**src/rtl/alu_pkg.sv**
```systemverilog
// alu_pkg: opcode values and FSM state encoding shared by the alu_seq block
package alu_pkg;
  localparam logic [3:0] OP_AND  = 4'h0;
  localparam logic [3:0] OP_OR   = 4'h1;
  localparam logic [3:0] OP_XOR  = 4'h2;
  localparam logic [3:0] OP_NOR  = 4'h3;
  localparam logic [3:0] OP_ADD  = 4'h4;
  localparam logic [3:0] OP_SUB  = 4'h5;
  localparam logic [3:0] OP_SLT  = 4'h6;
  localparam logic [3:0] OP_SLTU = 4'h7;
  localparam logic [3:0] OP_SLL  = 4'h8;
  localparam logic [3:0] OP_SRL  = 4'h9;
  localparam logic [3:0] OP_SRA  = 4'hA;
  localparam logic [3:0] OP_MUL  = 4'hB;
  typedef enum logic [1:0] {S_IDLE, S_BUSY, S_DONE} state_t;
endpackage

```
**src/rtl/alu_mul_seq.sv**
```systemverilog
// alu_mul_seq: shift-add multiplier, one multiplier bit per cycle, low WIDTH bits of product
module alu_mul_seq #(
  parameter int WIDTH = 32
) (
  input  logic             clk,
  input  logic             rst,
  input  logic             start,
  input  logic [WIDTH-1:0] a,
  input  logic [WIDTH-1:0] b,
  output logic             done,
  output logic [WIDTH-1:0] p
);
  localparam int CW = $clog2(WIDTH);
  logic [WIDTH-1:0] mcand, mplier, acc, acc_n;
  logic [CW-1:0]    cnt;
  logic             run;
  // done and p describe the final iteration so the owner can register p on that same edge
  assign acc_n = acc + (mplier[0] ? mcand : '0);
  assign done  = run & (cnt == CW'(WIDTH - 1));
  assign p     = acc_n;
  // start latches operands; each running cycle consumes one multiplier bit
  always_ff @(posedge clk or posedge rst) begin
    if (rst) begin
      mcand  <= '0;
      mplier <= '0;
      acc    <= '0;
      cnt    <= '0;
      run    <= 1'b0;
    end else if (start) begin
      mcand  <= a;
      mplier <= b;
      acc    <= '0;
      cnt    <= '0;
      run    <= 1'b1;
    end else if (run) begin
      acc    <= acc_n;
      mcand  <= mcand << 1;
      mplier <= mplier >> 1;
      cnt    <= cnt + CW'(1);
      run    <= ~done;
    end
  end
endmodule

```
**src/rtl/alu_seq.sv**
```systemverilog
// alu_seq: registered WIDTH-bit ALU with valid/ready handshake; ALU_MUL_EN enables the multi-cycle MUL
module alu_seq import alu_pkg::*; #(
  parameter int WIDTH = 32
) (
  input  logic             clk,
  input  logic             rst,
  input  logic             in_valid,
  output logic             in_ready,
  input  logic [3:0]       op,
  input  logic [WIDTH-1:0] a,
  input  logic [WIDTH-1:0] b,
  output logic             out_valid,
  input  logic             out_ready,
  output logic [WIDTH-1:0] result,
  output logic             zero,
  output logic             carry,
  output logic             overflow,
  output logic             err
);
  localparam int SHW = $clog2(WIDTH);
  state_t           state, state_n;
  logic             acc_in, is_mul, mul_done, alu_c, alu_v, alu_e;
  logic [WIDTH-1:0] bx, alu_r, mul_p;
  logic [WIDTH:0]   sum;
  logic [SHW-1:0]   shamt;
  assign in_ready  = state == S_IDLE;
  assign out_valid = state == S_DONE;
  assign acc_in    = in_valid & in_ready;
  assign shamt     = b[SHW-1:0];
`ifdef ALU_MUL_EN
  assign is_mul = op == OP_MUL;
  alu_mul_seq #(.WIDTH(WIDTH)) u_mul (
    .clk   (clk),
    .rst   (rst),
    .start (acc_in & is_mul),
    .a     (a),
    .b     (b),
    .done  (mul_done),
    .p     (mul_p)
  );
`else
  assign is_mul   = 1'b0;
  assign mul_done = 1'b0;
  assign mul_p    = '0;
`endif
  // single-cycle datapath; SUB shares the adder as a + ~b + 1, unknown opcodes flag err
  always_comb begin
    bx    = (op == OP_SUB) ? ~b : b;
    sum   = {1'b0, a} + {1'b0, bx} + {{WIDTH{1'b0}}, op == OP_SUB};
    alu_r = '0;
    alu_c = 1'b0;
    alu_v = 1'b0;
    alu_e = 1'b0;
    case (op)
      OP_AND:  alu_r = a & b;
      OP_OR:   alu_r = a | b;
      OP_XOR:  alu_r = a ^ b;
      OP_NOR:  alu_r = ~(a | b);
      OP_ADD, OP_SUB: begin
        alu_r = sum[WIDTH-1:0];
        alu_c = sum[WIDTH];
        alu_v = (a[WIDTH-1] == bx[WIDTH-1]) & (sum[WIDTH-1] != a[WIDTH-1]);
      end
      OP_SLT:  alu_r = {{(WIDTH-1){1'b0}}, $signed(a) < $signed(b)};
      OP_SLTU: alu_r = {{(WIDTH-1){1'b0}}, a < b};
      OP_SLL:  alu_r = a << shamt;
      OP_SRL:  alu_r = a >> shamt;
      OP_SRA:  alu_r = $signed(a) >>> shamt;
      default: alu_e = 1'b1;
    endcase
  end
  // state register
  always_ff @(posedge clk or posedge rst) begin
    if (rst) state <= S_IDLE;
    else     state <= state_n;
  end
  // next state: accept in IDLE, iterate in BUSY, hold in DONE until consumed
  always_comb begin
    state_n = state;
    case (state)
      S_IDLE:  state_n = acc_in ? (is_mul ? S_BUSY : S_DONE) : S_IDLE;
      S_BUSY:  state_n = mul_done ? S_DONE : S_BUSY;
      S_DONE:  state_n = out_ready ? S_IDLE : S_DONE;
      default: state_n = S_IDLE;
    endcase
  end
  // result and flags load on a single-cycle accept or on multiplier completion, otherwise hold
  always_ff @(posedge clk or posedge rst) begin
    if (rst) begin
      result   <= '0;
      zero     <= 1'b0;
      carry    <= 1'b0;
      overflow <= 1'b0;
      err      <= 1'b0;
    end else if (acc_in & is_mul) begin
      err      <= 1'b0;
    end else if (acc_in) begin
      result   <= alu_r;
      zero     <= alu_r == '0;
      carry    <= alu_c;
      overflow <= alu_v;
      err      <= alu_e;
    end else if (state == S_BUSY && mul_done) begin
      result   <= mul_p;
      zero     <= mul_p == '0;
      carry    <= 1'b0;
      overflow <= 1'b0;
    end
  end
endmodule

```
**config.mk**
```make
export PLATFORM = sky130hd
export DESIGN_NAME = alu_seq
export DESIGN_NICKNAME = d
export VERILOG_FILES = /design/src/rtl/alu_pkg.sv /design/src/rtl/alu_mul_seq.sv /design/src/rtl/alu_seq.sv
export SDC_FILE = /design/constraint.sdc
export NUM_CORES = 1
export LEC_CHECK = 0
export CORE_ASPECT_RATIO = 0.75
export CORE_MARGIN = 2
export CORE_UTILIZATION = 50
export DETAILED_ROUTE_END_ITERATION = 6
export MAX_ROUTING_LAYER = met4
export PLACE_DENSITY_LB_ADDON = 0.25
export SKIP_LAST_GASP = 1
export SLEW_MARGIN = 20
export SYNTH_ARGS = -nofsm -noshare
export SYNTH_HDL_FRONTEND = slang
export SYNTH_SLANG_ARGS = --single-unit
```
**constraint.sdc**
```tcl
create_clock -name clk -period 2.3 [get_ports clk]
set_clock_uncertainty 0.05 [all_clocks]
set_input_delay 0.46 -clock clk [delete_from_list [all_inputs] [get_ports clk]]
set_output_delay 0.46 -clock clk [all_outputs]
set_load 0.01 [all_outputs]
```
* Yosys cells after proc, flatten, opt, wreduce, memory -nomap -nowiden
Cells that the tools add are included. W data, S select, Z words.
Storage, ports and cells: flip-flop bits (word level) 38, bits in latches 0, memory bits (writable) 0, memory bits (read-only) 0, input bits 72, word-level logic and storage cells 47, memories 0
Cells by class: $add $sub $neg 2, $mul 0, divide/modulo/power cells 0, $lt $le $gt $ge 2, eq/ne operators 14, shift operators 3, mux-type cells 8, bitwise logic cells 7, reductions and logical operators 5
Operators with widths (number):
- $pmux W32 S10 | 1
- $lt A32 B32 Y1 | 2
- $not A32 Y32 | 2
- $add A32 B32 Y33 | 1
- $add A33 B1 Y33 | 1
- $and A32 B32 Y32 | 1
- $logic_not A32 Y1 | 1
- $mux W32 | 1
- $or A32 B32 Y32 | 1
- $shl A32 B5 Y32 | 1
- $shr A32 B5 Y32 | 1
- $sshr A32 B5 Y32 | 1
- $xor A32 B32 Y32 | 1
- $eq A4 B3 Y1 const B | 4
- $eq A4 B4 Y1 const B | 3
- $reduce_or A11 Y1 | 1
- $eq A4 B2 Y1 const B | 2
- $pmux W2 S3 | 1
- $eq A4 B1 Y1 const B | 1
- $logic_not A4 Y1 | 1
- $mux W2 | 2
- $mux W1 | 3
- $and A1 B1 Y1 | 2
- $eq A2 B1 Y1 const B | 1
- other kinds (5) | 5

* Longest topological paths before layout
depth in word-level cells 7, gate-level depth with buffers 19, depth with buffers taken out 15

* Worst setup path after synthesis
No wires, ideal clock.
path type in2reg, start input b[0], end register zero, arrival time 4.588 ns, required time 2.147 ns, setup slack -2.442 ns, stages on the path 19, path buffers 5, path through buf_4 -> clkinv_1 -> buf_2 -> buf_2 -> buf_2 -> buf_2 -> mux2i_1 -> fa_1 -> nor2b_1 -> o211ai_1 -> a2111oi_2 -> o211ai_1 -> o31a_1 -> or3_1 -> a211oi_1 -> nand4_1 -> nor3_1 -> nand4_1 -> o41ai_2
On the way: word-level cells in the longest chain between the ends 6, elaborated cells on any way between the ends 15, those cells by class 2 x add/sub; 2 x order compare; 3 x shift; 2 x mux; 5 x bitwise; 1 x reduce/logical
Ends and longest elaborated chain:
- start, declared | line alu_seq.sv:11 | input logic [WIDTH-1:0] b,
- $not A32 Y32 | line alu_seq.sv:48 | bx = (op == OP_SUB) ? ~b : b;
- $mux W32 | line alu_seq.sv:48
- $add A32 B32 Y33 | line alu_seq.sv:49 | sum = {1'b0, a} + {1'b0, bx} + {{WIDTH{1'b0}}, op == OP_SUB};
- $add A33 B1 Y33 | line alu_seq.sv:49
- $pmux W32 S10 * | line alu_seq.sv:54 | case (op)
- $logic_not A32 Y1 * | line alu_seq.sv:99 | zero <= alu_r == '0;
- end signal, assigned | line alu_seq.sv:91 | zero <= 1'b0;
- end signal, assigned | line alu_seq.sv:99
- end signal, assigned | line alu_seq.sv:105 | zero <= mul_p == '0;
- end, declared | line alu_seq.sv:15 | output logic zero,
Mark *: on every way between the ends. The rest lies on a longest branch, timed or not. A chain may end at the register's enable or synchronous reset.

* Worst setup path after layout
start input op[3], end register zero
On the way: word-level cells in the longest chain between the ends 6, elaborated cells on any way between the ends 17, those cells by class 2 x add/sub; 10 x eq/ne; 2 x mux; 3 x reduce/logical
Ends and longest elaborated chain:
- start, declared | line alu_seq.sv:9 | input logic [3:0] op,
- $eq A4 B3 Y1 | line alu_seq.sv:48, alu_seq.sv:49, alu_seq.sv:54
- $mux W32 | line alu_seq.sv:48
- $add A32 B32 Y33 | line alu_seq.sv:49
- $add A33 B1 Y33 | line alu_seq.sv:49
- $pmux W32 S10 * | line alu_seq.sv:54
- $logic_not A32 Y1 * | line alu_seq.sv:99
Marked as above.

==> metrics.md <==
| Metric | Value |
|---|---|
| Run status | `finished, violations left` |
| Violations in the final reports | `design-rule violations, negative setup slack` |
| Post-DP HPWL | `44,900 µm` |
| Die Height | `135.0 µm` |
| Die Wd | `178.7 µm` |
| Maximum clock frequency | `0.2337 GHz` |
| Post-route cell area | `19,160 µm²` |
| Post-layout utilization of the core | `85.97%` |
| Library cell with the largest summed area after synthesis | `sky130_fd_sc_hd__ha_1` |
| Sequential cell area | `950.9 µm²` |
| Worst-skew pair later-pin latency | `290 ps` |
| Yosys warning count | `0` |
| Starting density of the core | `51.34%` |
| Max-slew headroom | `44.62%` |
| Number of flip-flops and latches in the synthesized netlist | `38` |
| Final min period | `4278 ps` |
| DR iter-0 viols | `2,773` |
| Area Growth Syn to Fin | `67.44%` |
| Number of design rule violations left after detail routing | `17` |
| Post-Synthesis Net Count | `1,747` |
| Number of clock buffers inserted by TritonCTS | `5` |
| First-pass GRT wire length | `83,820 µm` |
| Cell types with the largest area share after synthesis | `sky130_fd_sc_hd__ha_1 (15%), sky130_fd_sc_hd__dfrtp_1 (8.3%), sky130_fd_sc_hd__mux2i_1 (8.3%)` |
| Clock edge transition at the registers on the reported setup and hold paths | `70 ps` |
| Leakage dissipation | `8.929 nW` |
| Hold Buf Count CTS | `0` |
| Vias per Instance | `6.909` |
| Antenna diode instance count | `0` |
| Count of TritonRoute iterations in the first routing pass | `7` |
| Synthesized instance count | `1,539` |
| Core ar. | `22,290 µm²` |
| Placement Cell Area | `16,680 µm²` |
| Number of failing setup endpoints in the final timing report | `35` |
| Number of global-route vias before repair | `14,600` |
| Final setup TNS | `-38,250 ps` |
| Total global routing track utilization | `46.69%` |
| Setup slack of the critical path after layout | `-1978 ps` |
| Type of the most critical hold path | `register to register` |
| Net count of the finished layout | `2,345` |
| Grt ovf | `0` |
| Portion of the post-synthesis area used by sequential elements | `8.310%` |
| Initial antenna violation count | `1` |
| Count of nets left with antenna violations after detail routing | `0` |
| Async set-or-reset flop fraction in the synthesized netlist | `100.0%` |
| Avg Inst Size Synth | `7.436 µm²` |
| Largest driver fanout on the critical path | `6` |
| Final Total Pwr | `6.990 mW` |
| Combined area of the multi-input logic cells | `11,130 µm²` |
| Data arrival time of the critical path | `4420 ps` |
| Fraction of the cycle the final worst path needs | `186.0%` |
| Number of H-tree branching levels | `2` |
| Layout cell share with drive strength beyond 1 | `43.03%` |
| Number of hold-slack violations in the final timing report | `0` |
| Sinks on Clock Net | `38` |
| Dominant register cell in the synthesized netlist | `sky130_fd_sc_hd__dfrtp_1` |
| Worst setup EP type | `register` |
| Detailed Route WL | `65,640 µm` |
| CP Class | `primary input to register` |
| Number of placement rows | `47` |
| Final-layout fill cell count | `1,201` |
| Largest net degree at the start of global routing | `55` |
| Wire length per cell after detailed routing | `26.99 µm` |
| Count of boundary I/O pins | `110` |
| Critical path required time | `2450 ps` |
| Total power per unit cell area | `364.8 nW/µm²` |
| Portion of synthesized cell area occupied by the leading cell type | `14.76%` |
| Number of buffers on the longest clock path | `2` |
| Critical Path Source Type | `primary input` |
| Number of buffers inserted by port buffering | `109` |
| TritonCTS clock tree | `built` |
| Final Hold Slack | `432.9 ps` |
| Setup repair after global routing missed its margin | `true` |
| Most frequent cell after synthesis | `sky130_fd_sc_hd__nand2_1` |
| Leading post-synthesis cells by instance count | `sky130_fd_sc_hd__nand2_1 (175), sky130_fd_sc_hd__ha_1 (135), sky130_fd_sc_hd__o21ai_0 (114), sky130_fd_sc_hd__a21oi_1 (107), sky130_fd_sc_hd__nor2_1 (105)` |
| Transition time at the pin with the least slew margin | `828.2 ps` |
| Total die area | `24,130 µm²` |
| Global placement routability congestion | `1.101` |
| Netlist area before placement | `11,440 µm²` |
| Via Count | `16,800` |
| VDD IR max | `0.0005126 V` |
| Number of max-cap violations | `0` |
| Post-synthesis cell type count | `86` |
| Post-synth EDFFs | `0` |
| Count of final max-slew check failures | `0` |
| Clock root buffer | `sky130_fd_sc_hd__clkbuf_16` |
-- path summary, 6_finish.rpt --
path / slack, ps / cells past startpoint / startpoint / to
min reg2reg: 430 / 2 / result[8] / result[8]
min: 430 / 2 / result[8] / result[8]
min in group asynchronous: 570 / 3 / rst / result[11]
max: -1980 / 24 / op[3] / zero
max reg2reg: -720 / 12 / state[1] / zero
max in group asynchronous: 1260 / 3 / rst / result[21]
-- power breakdown --
| part | total [mW] | internal, mW | switching, mW |
|---|---|---|---|
| Sequential | 0.885 | 0.801 | 0.0833 |
| Clock | 0.814 | 0.512 | 0.302 |
| Combinational | 5.29 | 2.52 | 2.77 |
-- state kept, by name (all words and copies together) (netlist names) --
| signal | cells |
|---|---|
| zero | 1 |
| state | 2 |
| overflow | 1 |
| carry | 1 |
| result | 32 |
| err | 1 |
-- cell families after synthesis --
family | count (synthesis) | share of synthesized area [%]
muxes | 167 | 18.64
xor gates and xnor gates | 50 | 3.827
AOI/OAI and AO/OA | 478 | 27.89
adders and majority gates | 136 | 14.94
and+or+nand+nor | 442 | 18.05
DFF | 38 | 8.310
buffers and inverters | 228 | 8.342
-- routing by layer --
metal | track usage [%] | vias up | routed length (µm) | share of wire (%)
li1 | - | 6889 | - | -
met1 | 60.22 | 7823 | 23560 | 36
met5 | - | - | 0 | 0
met2 | 68.85 | 1595 | 27220 | 41
met3 | 12.27 | 495 | 9323 | 14
met4 | 20.01 | 0 | 5535 | 8.4
-- through the flow --
step	instances	setup slack [ps]
global placement	2361	-2577
global route	2432	-2051
detailed placement	2361	-2577
floorplan	1539	-1669
finish	2432	-1978
CTS	2385	-1668
-- area by class of cell --
type / count / share of cell area (%)
Tap cell: 294 / 1.920
Clock inverter: 3 / 0.2351
Clock buffer: 5 / 0.6530
Inverter: 99 / 2.050
Timing Repair Buffer: 720 / 32.07
Sequential cell: 38 / 4.963
Multi-Input combinational cell: 1273 / 58.11
-- worst max-delay path, stage by stage --
cell	delay (ps)
sky130_fd_sc_hd__buf_6	100
sky130_fd_sc_hd__nor4bb_4	280
sky130_fd_sc_hd__buf_6	170
sky130_fd_sc_hd__buf_12	140
sky130_fd_sc_hd__buf_12	140
sky130_fd_sc_hd__xnor2_4	170
sky130_fd_sc_hd__ha_4	280
sky130_fd_sc_hd__buf_6	130
sky130_fd_sc_hd__a21oi_4	190
sky130_fd_sc_hd__buf_6	140
sky130_fd_sc_hd__o221ai_4	140
sky130_fd_sc_hd__a21oi_4	190
sky130_fd_sc_hd__o21ai_4	110
sky130_fd_sc_hd__buf_4	150
sky130_fd_sc_hd__buf_6	100
sky130_fd_sc_hd__buf_4	140
sky130_fd_sc_hd__nand2_4	50
sky130_fd_sc_hd__nor3_2	30
sky130_fd_sc_hd__a311oi_1	330
sky130_fd_sc_hd__buf_4	200
sky130_fd_sc_hd__nand4_1	100
sky130_fd_sc_hd__nor3_2	280
sky130_fd_sc_hd__nand4_1	170
sky130_fd_sc_hd__o41ai_2	210
-- timing repair --
action,in CTS,in global routing
setup endpoints to repair,35,35
endpoints found under the hold margin,0,0
pin swaps,40,117
cloned,0,1
resized for setup,74,309
setup buffers,17,63
-- cells in the final DEF, fill, tap and decap left out, drive strengths merged, types with 38 or more instances in the layout --
| cell | count |
|---|---|
| o21ai | 114 |
| mux2 | 41 |
| buf | 617 |
| inv | 95 |
| nand2 | 175 |
| a21oi | 107 |
| ha | 135 |
| clkdlybuf4s50 | 75 |
| mux2i | 95 |
| nor2 | 105 |
| xnor2 | 43 |
| dfrtp | 38 |
Note: power is estimated with default switching activity, not from simulation.
